--- config.mk ---
export PLATFORM = sky130hd
export DESIGN_NAME = alu_exec_unit_flat
export DESIGN_NICKNAME = d
export VERILOG_FILES = /design/src/rtl/alu_exec_unit_pkg.sv /design/src/rtl/alu_exec_unit_if.sv /design/src/rtl/alu_exec_unit_alu_compute.sv /design/src/rtl/alu_exec_unit.sv /design/src/flat_wrapper.sv
export SDC_FILE = /design/constraint.sdc
export NUM_CORES = 1
export LEC_CHECK = 0
export CAP_MARGIN = 20
export CORE_MARGIN = 2
export CORE_UTILIZATION = 49
export DETAILED_ROUTE_END_ITERATION = 8
export HOLD_SLACK_MARGIN = 0.1
export PLACE_DENSITY = 0.78
export SYNTH_ARGS = -nofsm -noshare
export SYNTH_HDL_FRONTEND = slang
export SYNTH_HIERARCHICAL = 1
export SYNTH_SLANG_ARGS = --single-unit
--- constraint.sdc ---
create_clock -name clk_in -period 4.2 [get_ports clk_in]
set_clock_uncertainty 0.15 [all_clocks]
set_input_delay 0.42 -clock clk_in [delete_from_list [all_inputs] [get_ports clk_in]]
set_output_delay 0.42 -clock clk_in [all_outputs]
set_load 0.01 [all_outputs]
--- src/rtl/alu_exec_unit_pkg.sv ---
// Shared constants for the integer execution path: op encodings, tag/width
// constants and the op groupings that the decoder and RS also rely on.
package alu_exec_unit_pkg;

    localparam int DATA_W    = 32;
    localparam int ADDR_W    = 32;
    localparam int OP_ENUM_W = 6;
    localparam int ROB_ID_W  = 4;

    localparam logic [ROB_ID_W-1:0] ROB_RESET = '1;

    typedef enum logic [OP_ENUM_W-1:0] {
        OP_NOP   = 6'd0,
        OP_ADD   = 6'd1,
        OP_SUB   = 6'd2,
        OP_AND   = 6'd3,
        OP_OR    = 6'd4,
        OP_XOR   = 6'd5,
        OP_SLL   = 6'd6,
        OP_SRL   = 6'd7,
        OP_SRA   = 6'd8,
        OP_SLT   = 6'd9,
        OP_SLTU  = 6'd10,
        OP_ADDI  = 6'd11,
        OP_ANDI  = 6'd12,
        OP_ORI   = 6'd13,
        OP_XORI  = 6'd14,
        OP_SLLI  = 6'd15,
        OP_SRLI  = 6'd16,
        OP_SRAI  = 6'd17,
        OP_SLTI  = 6'd18,
        OP_SLTIU = 6'd19,
        OP_LUI   = 6'd20,
        OP_AUIPC = 6'd21,
        OP_JAL   = 6'd22,
        OP_JALR  = 6'd23,
        OP_BEQ   = 6'd24,
        OP_BNE   = 6'd25,
        OP_BLT   = 6'd26,
        OP_BGE   = 6'd27,
        OP_BLTU  = 6'd28,
        OP_BGEU  = 6'd29
    } op_e;

    localparam logic [OP_ENUM_W-1:0] OP_ENUM_RESET = OP_NOP;

    function automatic logic is_branch(op_e op);
        return op inside {OP_BEQ, OP_BNE, OP_BLT, OP_BGE, OP_BLTU, OP_BGEU};
    endfunction

    function automatic logic is_jump(op_e op);
        return op inside {OP_JAL, OP_JALR};
    endfunction

    // Register-immediate ALU forms: second operand comes from imm, not v2.
    function automatic logic uses_imm(op_e op);
        return op inside {OP_ADDI, OP_ANDI, OP_ORI, OP_XORI, OP_SLLI,
                          OP_SRLI, OP_SRAI, OP_SLTI, OP_SLTIU};
    endfunction

endpackage

--- src/rtl/alu_exec_unit_if.sv ---
// Issue bus from the reservation station and broadcast bus towards the CDB,
// bundled so the exec unit sees one port.
interface alu_exec_unit_if #(
    parameter int ROB_W = 4,
    parameter int OP_W  = 6
);
    logic [OP_W-1:0]  op_enum_in;
    logic [31:0]      v1_in;
    logic [31:0]      v2_in;
    logic [31:0]      imm_in;
    logic [31:0]      inst_pos_in;
    logic [ROB_W-1:0] rob_id_in;
    logic             busy_to_rs;

    logic             cdb_req_out;
    logic             cdb_grant_in;
    logic [ROB_W-1:0] cdb_rob_id_out;
    logic [31:0]      cdb_result_out;
    logic             cdb_br_taken_out;
    logic [31:0]      cdb_target_out;

    modport slave (
        input  op_enum_in, v1_in, v2_in, imm_in, inst_pos_in, rob_id_in,
        input  cdb_grant_in,
        output busy_to_rs,
        output cdb_req_out, cdb_rob_id_out, cdb_result_out,
        output cdb_br_taken_out, cdb_target_out
    );

    modport master (
        output op_enum_in, v1_in, v2_in, imm_in, inst_pos_in, rob_id_in,
        output cdb_grant_in,
        input  busy_to_rs,
        input  cdb_req_out, cdb_rob_id_out, cdb_result_out,
        input  cdb_br_taken_out, cdb_target_out
    );
endinterface

--- src/rtl/alu_exec_unit_alu_compute.sv ---
// Single-cycle integer datapath: result, branch/jump outcome and redirect
// target for one op with ready operands.
module alu_compute
    import alu_exec_unit_pkg::*;
(
    input  logic [OP_ENUM_W-1:0] op,
    input  logic [DATA_W-1:0]    v1,
    input  logic [DATA_W-1:0]    v2,
    input  logic [DATA_W-1:0]    imm,
    input  logic [ADDR_W-1:0]    pc,
    output logic [DATA_W-1:0]    result,
    output logic                 taken,
    output logic [ADDR_W-1:0]    target
);

    op_e                      op_t;
    logic        [DATA_W-1:0] opb;
    logic signed [DATA_W-1:0] v1_s;
    logic signed [DATA_W-1:0] v2_s;
    logic signed [DATA_W-1:0] opb_s;
    logic        [4:0]        shamt;
    logic        [ADDR_W-1:0] pc_seq;
    logic        [ADDR_W-1:0] pc_off;
    logic        [ADDR_W-1:0] jalr_sum;

    assign op_t     = op_e'(op);
    assign opb      = uses_imm(op_t) ? imm : v2;
    assign v1_s     = $signed(v1);
    assign v2_s     = $signed(v2);
    assign opb_s    = $signed(opb);
    assign shamt    = opb[4:0];
    assign pc_seq   = pc + 32'd4;
    assign pc_off   = pc + imm;
    assign jalr_sum = v1 + imm;

    always_comb begin
        result = '0;
        taken  = 1'b0;
        target = pc_seq;
        case (op_t)
            OP_ADD,  OP_ADDI:  result = v1 + opb;
            OP_SUB:            result = v1 - v2;
            OP_AND,  OP_ANDI:  result = v1 & opb;
            OP_OR,   OP_ORI:   result = v1 | opb;
            OP_XOR,  OP_XORI:  result = v1 ^ opb;
            OP_SLL,  OP_SLLI:  result = v1 << shamt;
            OP_SRL,  OP_SRLI:  result = v1 >> shamt;
            OP_SRA,  OP_SRAI:  result = $unsigned(v1_s >>> shamt);
            OP_SLT,  OP_SLTI:  result = {{(DATA_W-1){1'b0}}, (v1_s < opb_s)};
            OP_SLTU, OP_SLTIU: result = {{(DATA_W-1){1'b0}}, (v1 < opb)};
            OP_LUI:            result = imm;
            OP_AUIPC:          result = pc_off;
            OP_JAL: begin
                result = pc_seq;
                taken  = 1'b1;
                target = pc_off;
            end
            OP_JALR: begin
                result = pc_seq;
                taken  = 1'b1;
                target = jalr_sum & {{(ADDR_W-1){1'b1}}, 1'b0};
            end
            OP_BEQ:            taken = (v1 == v2);
            OP_BNE:            taken = (v1 != v2);
            OP_BLT:            taken = (v1_s < v2_s);
            OP_BGE:            taken = (v1_s >= v2_s);
            OP_BLTU:           taken = (v1 < v2);
            OP_BGEU:           taken = (v1 >= v2);
            default:           ;
        endcase
        if (is_branch(op_t) && taken) begin
            target = pc_off;
        end
    end

endmodule

--- src/rtl/alu_exec_unit.sv ---
// Integer execute stage: computes one issued op per cycle and parks results
// in an in-order completion queue until the CDB arbiter grants a broadcast.
module alu_exec_unit
    import alu_exec_unit_pkg::*;
#(
    parameter int DEPTH = 4,
    parameter int ROB_W = ROB_ID_W,
    parameter int OP_W  = OP_ENUM_W
) (
    input  logic             clk_in,
    input  logic             rst_n_in,
    input  logic             rdy_in,
    input  logic             rollback_in,
    alu_exec_unit_if.slave   bus
);

    localparam int PTR_W = $clog2(DEPTH);
    localparam int CNT_W = PTR_W + 1;

    logic [PTR_W-1:0]  head;
    logic [PTR_W-1:0]  tail;
    logic [CNT_W-1:0]  count;

    logic [ROB_W-1:0]  q_rob [DEPTH];
    logic [DATA_W-1:0] q_res [DEPTH];
    logic              q_tkn [DEPTH];
    logic [ADDR_W-1:0] q_tgt [DEPTH];

    logic [DATA_W-1:0] res_p0;
    logic              tkn_p0;
    logic [ADDR_W-1:0] tgt_p0;
    logic              vld_p0;

    logic empty;
    logic full;
    logic pop;
    logic push;

    alu_compute u_alu_compute (
        .op     (OP_ENUM_W'(bus.op_enum_in)),
        .v1     (bus.v1_in),
        .v2     (bus.v2_in),
        .imm    (bus.imm_in),
        .pc     (bus.inst_pos_in),
        .result (res_p0),
        .taken  (tkn_p0),
        .target (tgt_p0)
    );

    assign empty  = (count == '0);
    assign full   = (count == CNT_W'(DEPTH));
    // A flush cycle swallows both the issue and any grant.
    assign vld_p0 = rdy_in && !rollback_in && (bus.op_enum_in != OP_W'(OP_ENUM_RESET));
    assign pop    = !empty && bus.cdb_grant_in && rdy_in && !rollback_in;
    // Pop frees the head slot on the same edge, so a full queue can still accept.
    assign push   = vld_p0 && (!full || pop);

    // ---- stage p0 -> completion queue ----
    always_ff @(posedge clk_in or negedge rst_n_in) begin
        if (!rst_n_in) begin
            head  <= '0;
            tail  <= '0;
            count <= '0;
        end else if (rdy_in) begin
            if (rollback_in) begin
                head  <= '0;
                tail  <= '0;
                count <= '0;
            end else begin
                if (push) tail <= tail + PTR_W'(1);
                if (pop)  head <= head + PTR_W'(1);
                count <= count + CNT_W'(push) - CNT_W'(pop);
            end
        end
    end

    always_ff @(posedge clk_in) begin
        if (push) begin
            q_rob[tail] <= bus.rob_id_in;
            q_res[tail] <= res_p0;
            q_tkn[tail] <= tkn_p0;
            q_tgt[tail] <= tgt_p0;
        end
    end

    // ---- queue head -> CDB ----
    always_comb begin
        bus.cdb_req_out      = 1'b0;
        bus.cdb_rob_id_out   = {ROB_W{1'b1}};
        bus.cdb_result_out   = '0;
        bus.cdb_br_taken_out = 1'b0;
        bus.cdb_target_out   = '0;
        if (!empty) begin
            bus.cdb_req_out      = 1'b1;
            bus.cdb_rob_id_out   = q_rob[head];
            bus.cdb_result_out   = q_res[head];
            bus.cdb_br_taken_out = q_tkn[head];
            bus.cdb_target_out   = q_tgt[head];
        end
    end

    // One slot of slack absorbs the op the RS has already launched.
    assign bus.busy_to_rs = (count >= CNT_W'(DEPTH - 1));

    overflow_dropped: assert property (
        @(posedge clk_in) disable iff (!rst_n_in)
        !(vld_p0 && full && !pop)
    );

endmodule

--- src/flat_wrapper.sv ---
// flat-port wrapper written by rule: the top's interface ports become plain ports
module alu_exec_unit_flat import alu_exec_unit_pkg::*;
#(
    parameter int DEPTH = 4,
    parameter int ROB_W = ROB_ID_W,
    parameter int OP_W  = OP_ENUM_W
)
  (clk_in, rst_n_in, rdy_in, rollback_in, bus_op_enum_in, bus_v1_in, bus_v2_in, bus_imm_in, bus_inst_pos_in, bus_rob_id_in, bus_cdb_grant_in, bus_busy_to_rs, bus_cdb_req_out, bus_cdb_rob_id_out, bus_cdb_result_out, bus_cdb_br_taken_out, bus_cdb_target_out);
  alu_exec_unit_if #(.ROB_W(ROB_W), .OP_W(OP_W)) bus_i ();
  input  logic clk_in;
  input  logic rst_n_in;
  input  logic rdy_in;
  input  logic rollback_in;
  input wire logic [$bits(bus_i.op_enum_in)-1:0] bus_op_enum_in;
  input wire logic [$bits(bus_i.v1_in)-1:0] bus_v1_in;
  input wire logic [$bits(bus_i.v2_in)-1:0] bus_v2_in;
  input wire logic [$bits(bus_i.imm_in)-1:0] bus_imm_in;
  input wire logic [$bits(bus_i.inst_pos_in)-1:0] bus_inst_pos_in;
  input wire logic [$bits(bus_i.rob_id_in)-1:0] bus_rob_id_in;
  input wire logic [$bits(bus_i.cdb_grant_in)-1:0] bus_cdb_grant_in;
  output wire logic [$bits(bus_i.busy_to_rs)-1:0] bus_busy_to_rs;
  output wire logic [$bits(bus_i.cdb_req_out)-1:0] bus_cdb_req_out;
  output wire logic [$bits(bus_i.cdb_rob_id_out)-1:0] bus_cdb_rob_id_out;
  output wire logic [$bits(bus_i.cdb_result_out)-1:0] bus_cdb_result_out;
  output wire logic [$bits(bus_i.cdb_br_taken_out)-1:0] bus_cdb_br_taken_out;
  output wire logic [$bits(bus_i.cdb_target_out)-1:0] bus_cdb_target_out;
  assign bus_i.op_enum_in = bus_op_enum_in;
  assign bus_i.v1_in = bus_v1_in;
  assign bus_i.v2_in = bus_v2_in;
  assign bus_i.imm_in = bus_imm_in;
  assign bus_i.inst_pos_in = bus_inst_pos_in;
  assign bus_i.rob_id_in = bus_rob_id_in;
  assign bus_i.cdb_grant_in = bus_cdb_grant_in;
  assign bus_busy_to_rs = bus_i.busy_to_rs;
  assign bus_cdb_req_out = bus_i.cdb_req_out;
  assign bus_cdb_rob_id_out = bus_i.cdb_rob_id_out;
  assign bus_cdb_result_out = bus_i.cdb_result_out;
  assign bus_cdb_br_taken_out = bus_i.cdb_br_taken_out;
  assign bus_cdb_target_out = bus_i.cdb_target_out;
  alu_exec_unit #(.DEPTH(DEPTH), .ROB_W(ROB_W), .OP_W(OP_W)) u_core (.clk_in(clk_in), .rst_n_in(rst_n_in), .rdy_in(rdy_in), .rollback_in(rollback_in), .bus(bus_i));
endmodule
==> run_results.csv <==
group,metric,value,unit
die,dieArea,56600,sq um
detailed_routing,vias,29700,
detailed_routing,firstDrtPassIters,7,
setup_path,path_max_fanout,12,
setup_path,arrival,4.30,ns
power,ir_drop,0.659,mV
clock_tree,cts_tree,"done",
finish,fill_cells,4249,
synthesis,syn_area,26800,sq um
detailed_routing,drtIter0Drc,4171,
die,die_width,238,um
clock_tree,numCtsBuffers,29,
setup_path,slowest_stage,"clkdlybuf4s50_1",
synthesis,yosys_warnings,6,
finish,nNetsFinal,4018,
detailed_routing,drc_errors,0,
place,gp_congestion,1.07,
setup_path,worst_setup_path_end_kind,"flip-flop",
power,power_density,344,nW/um^2
place,portBuffers,213,
finish,diodes,0,
setup_path,cp-start-kind,"input port",
detailed_routing,antenna_left,0,
flow_run,drv_cap,0,
place,dp.cells,4335,
finish,final_cell_mix,"buf_4 (704), edfxtp_1 (276), a21oi_1 (214)",
setup_path,worstPathRequired,4.36,ns
setup_path,crit_family,"compound AO/OA/AOI/OAI gates",
sta,tightest_slew,1.14,ns
sta,finalHoldViolCount,0,
sta,slew_headroom,0.237,
grt,track_usage,0.448,
grt,overflow,0,
min_path,hp-class,"input port to flip-flop",
setup_path,critical_path_class,"input port to flip-flop",
sta,final.min_clock_period,4.14,ns
grt,grt_pass1_vias,28400,
clock_tree,clkTransAtPathRegs,0.06,ns
setup_path,cp_num_buf_inv,6,
synthesis,ys_types,111,
synthesis,avgSynthCellArea,9.23,sq um
power,p_total,12.4,mW
die,coreArea,53900,sq um
synthesis,ys_seq_area_frac,0.316,
synthesis,synth_cells,2905,
status,outcome,"complete, no violations",
detailed_routing,wl_per_cell,29.7,um
place,place_hpwl,102000,um
die,initial_core_util,0.497,
synthesis,ys_ff_latch,283,
power,p_leak,14.6,nW
detailed_routing,vias_per_cell,6.75,
setup_path,path_cells,"clkdlybuf4s50_1 > buf_6 > nor4b_4 > a21oi_4 > buf_12 > buf_6 > buf_12 > mux2_2 > ha_1 > a21o_1 > a21o_1 > a21o_1 > buf_4 > a21oi_1 > o21ai_1 > a21oi_4 > xor2_1 > o2111ai_1 > or3_4",
grt,grt_pass1_wl,187000,um
clock_tree,clkSinkCount,283,
die,die_y,238,um
setup_path,crit_top_cell,"a21o_1",
finish,final_common_cell,"buf_4",
sta,finalSetupViolCount,0,
synthesis,synth_fp_nets,3244,
synthesis,synth-edff-count,276,
setup_path,cp_slowest_stage_delay,0.47,ns
clock_tree,cts_max_level,1,
finish,area_growth,34.1,%
synthesis,synthArstFlopShare,0.0247,
grt,grt_max_degree,73,
grt,antenna_found_initial,6,
sta,slew_violations,0,
clock_tree,cts.root.buffer_cell,"clkbuf_16",
clock_tree,clockBufferDepth,3,
die,io_pins,214,
sta,fmax,242,MHz
finish,final_cells,4395,
synthesis,synth-main-ff-cell,"edfxtp_1",
die,row_count,85,
finish,fin_util,0.666,
detailed_routing,drt_wl_total,131000,um
sta,hold_ws,0.323,ns
clock_tree,clkLatencyLatePin,0.58,ns
sta,period_share,0.986,
finish,drive_above_1_share,0.268,
==> per-layer routing <==
layer  up-vias  track usage  wire length, um
met5         -            0               34
met3       554       0.0877            15300
li1      12700            -                -
met2      2278        0.673            54600
met4         6        0.264            10200
met1     14100        0.601            50400
==> through the flow <==
step / TNS [ns] / cell area (sq um) / worst slack [ns]
after floorplan: -5.02 / 27000 / -0.261
after global placement: -69.95 / 34700 / -0.652
after detailed placement: -112.39 / 34700 / -0.738
after CTS: 0 / 35600 / 0.00426
after global routing: -0.256 / 35900 / -0.0328
final: 0 / 35900 / 0.0598
==> report_power, final <==
part | internal (mW) | switching (mW)
logic | 2.92 | 3.49
registers | 3.39 | 0.0792
clock network | 1.34 | 1.13
==> what timing repair did <==
action / in CTS / in global routing
setup endpoints to repair: 50 / 100
setup buffers: 1 / 5
resized for setup: 11 / 51
hold buffers: 1 / 0
pin swaps: 0 / 19
endpoints found under the hold margin: 7 / 0
==> worst reg2reg max path: cells and delay by family, from the launching register on <==
| kind | cells | cell delay [ns] |
|---|---|---|
| and+or+nand+nor | 2 | 0.43 |
| buffers and inverters | 3 | 0.21 |
| xor gates and xnor gates | 1 | 0.26 |
| AOI/OAI and AO/OA | 2 | 0.53 |
| DFF | 1 | 0.55 |
| adders and majority gates | 3 | 0.90 |
==> registers in the layout (all words and copies together), names as in the netlist <==
name / cells
u_core/head: 2
u_core/q_tkn: 4
u_core/q_rob: 16
u_core/q_tgt: 128
u_core/q_res: 128
u_core/tail: 2
u_core/count: 3
==> cell usage after synthesis, types with 18 or more instances <==
cell | count | share of area
a221oi_1 | 21 | 0.0069
a22oi_1 | 37 | 0.010
nand3_1 | 179 | 0.033
a211oi_1 | 40 | 0.011
a21oi_1 | 221 | 0.041
mux4_2 | 70 | 0.059
o21a_1 | 31 | 0.0087
a21o_1 | 61 | 0.017
o21ai_0 | 177 | 0.033
buf_2 | 44 | 0.0082
nor3_1 | 93 | 0.017
ha_1 | 191 | 0.089
clkbuf_1 | 119 | 0.017
or3_1 | 18 | 0.0042
o22ai_1 | 35 | 0.0082
edfxtp_1 | 276 | 0.31
and3_1 | 22 | 0.0051
o221ai_1 | 19 | 0.0062
mux2i_1 | 28 | 0.010
nor2_1 | 154 | 0.022
and2_1 | 91 | 0.021
nand2b_1 | 24 | 0.0056
nor2b_1 | 32 | 0.0075
nand2_1 | 147 | 0.021
mux2_2 | 33 | 0.014
a31oi_1 | 29 | 0.0068
xnor2_1 | 72 | 0.024
inv_1 | 137 | 0.019
nand4_1 | 39 | 0.0091
o211ai_1 | 71 | 0.020
xor2_1 | 60 | 0.020
==> layout make-up <==
type | instances | area [sq um] | area share
clock buffers | 34 | 744 | 0.0207
clock inverters | 17 | 136 | 0.00380
inverters | 141 | 529 | 0.0147
multi-input cells | 2284 | 17300 | 0.482
flip-flops and latches | 283 | 8470 | 0.236
well taps | 696 | 871 | 0.0242
repair buffers | 940 | 7860 | 0.219
==> worst paths after layout <==
| check | start | end | slack, ns | cells after the start |
|---|---|---|---|---|
| min in group asynchronous | rst_n_in | u_core/count[2] | 0.53 | 2 |
| max in group asynchronous | rst_n_in | u_core/head[0] | 3.06 | 2 |
| min reg2reg | u_core/tail[1] | u_core/tail[1] | 0.53 | 2 |
| max reg2reg | u_core/count[1] | u_core/count[2] | 1.06 | 11 |
| min | bus_rob_id_in[3] | u_core/q_rob[3][3] | 0.32 | 1 |
| max | bus_op_enum_in[4] | u_core/q_res[3][26] | 0.06 | 19 |
==> logic make-up after synthesis <==
| group | synth area share |
|---|---|
| compound gates | 0.236 |
| fa+ha+maj | 0.0929 |
| flops | 0.316 |
| simple gates | 0.173 |
| xor+xnor | 0.0431 |
| mux | 0.0837 |
| buf+inv | 0.0552 |
(Power assumes the default switching activity.)
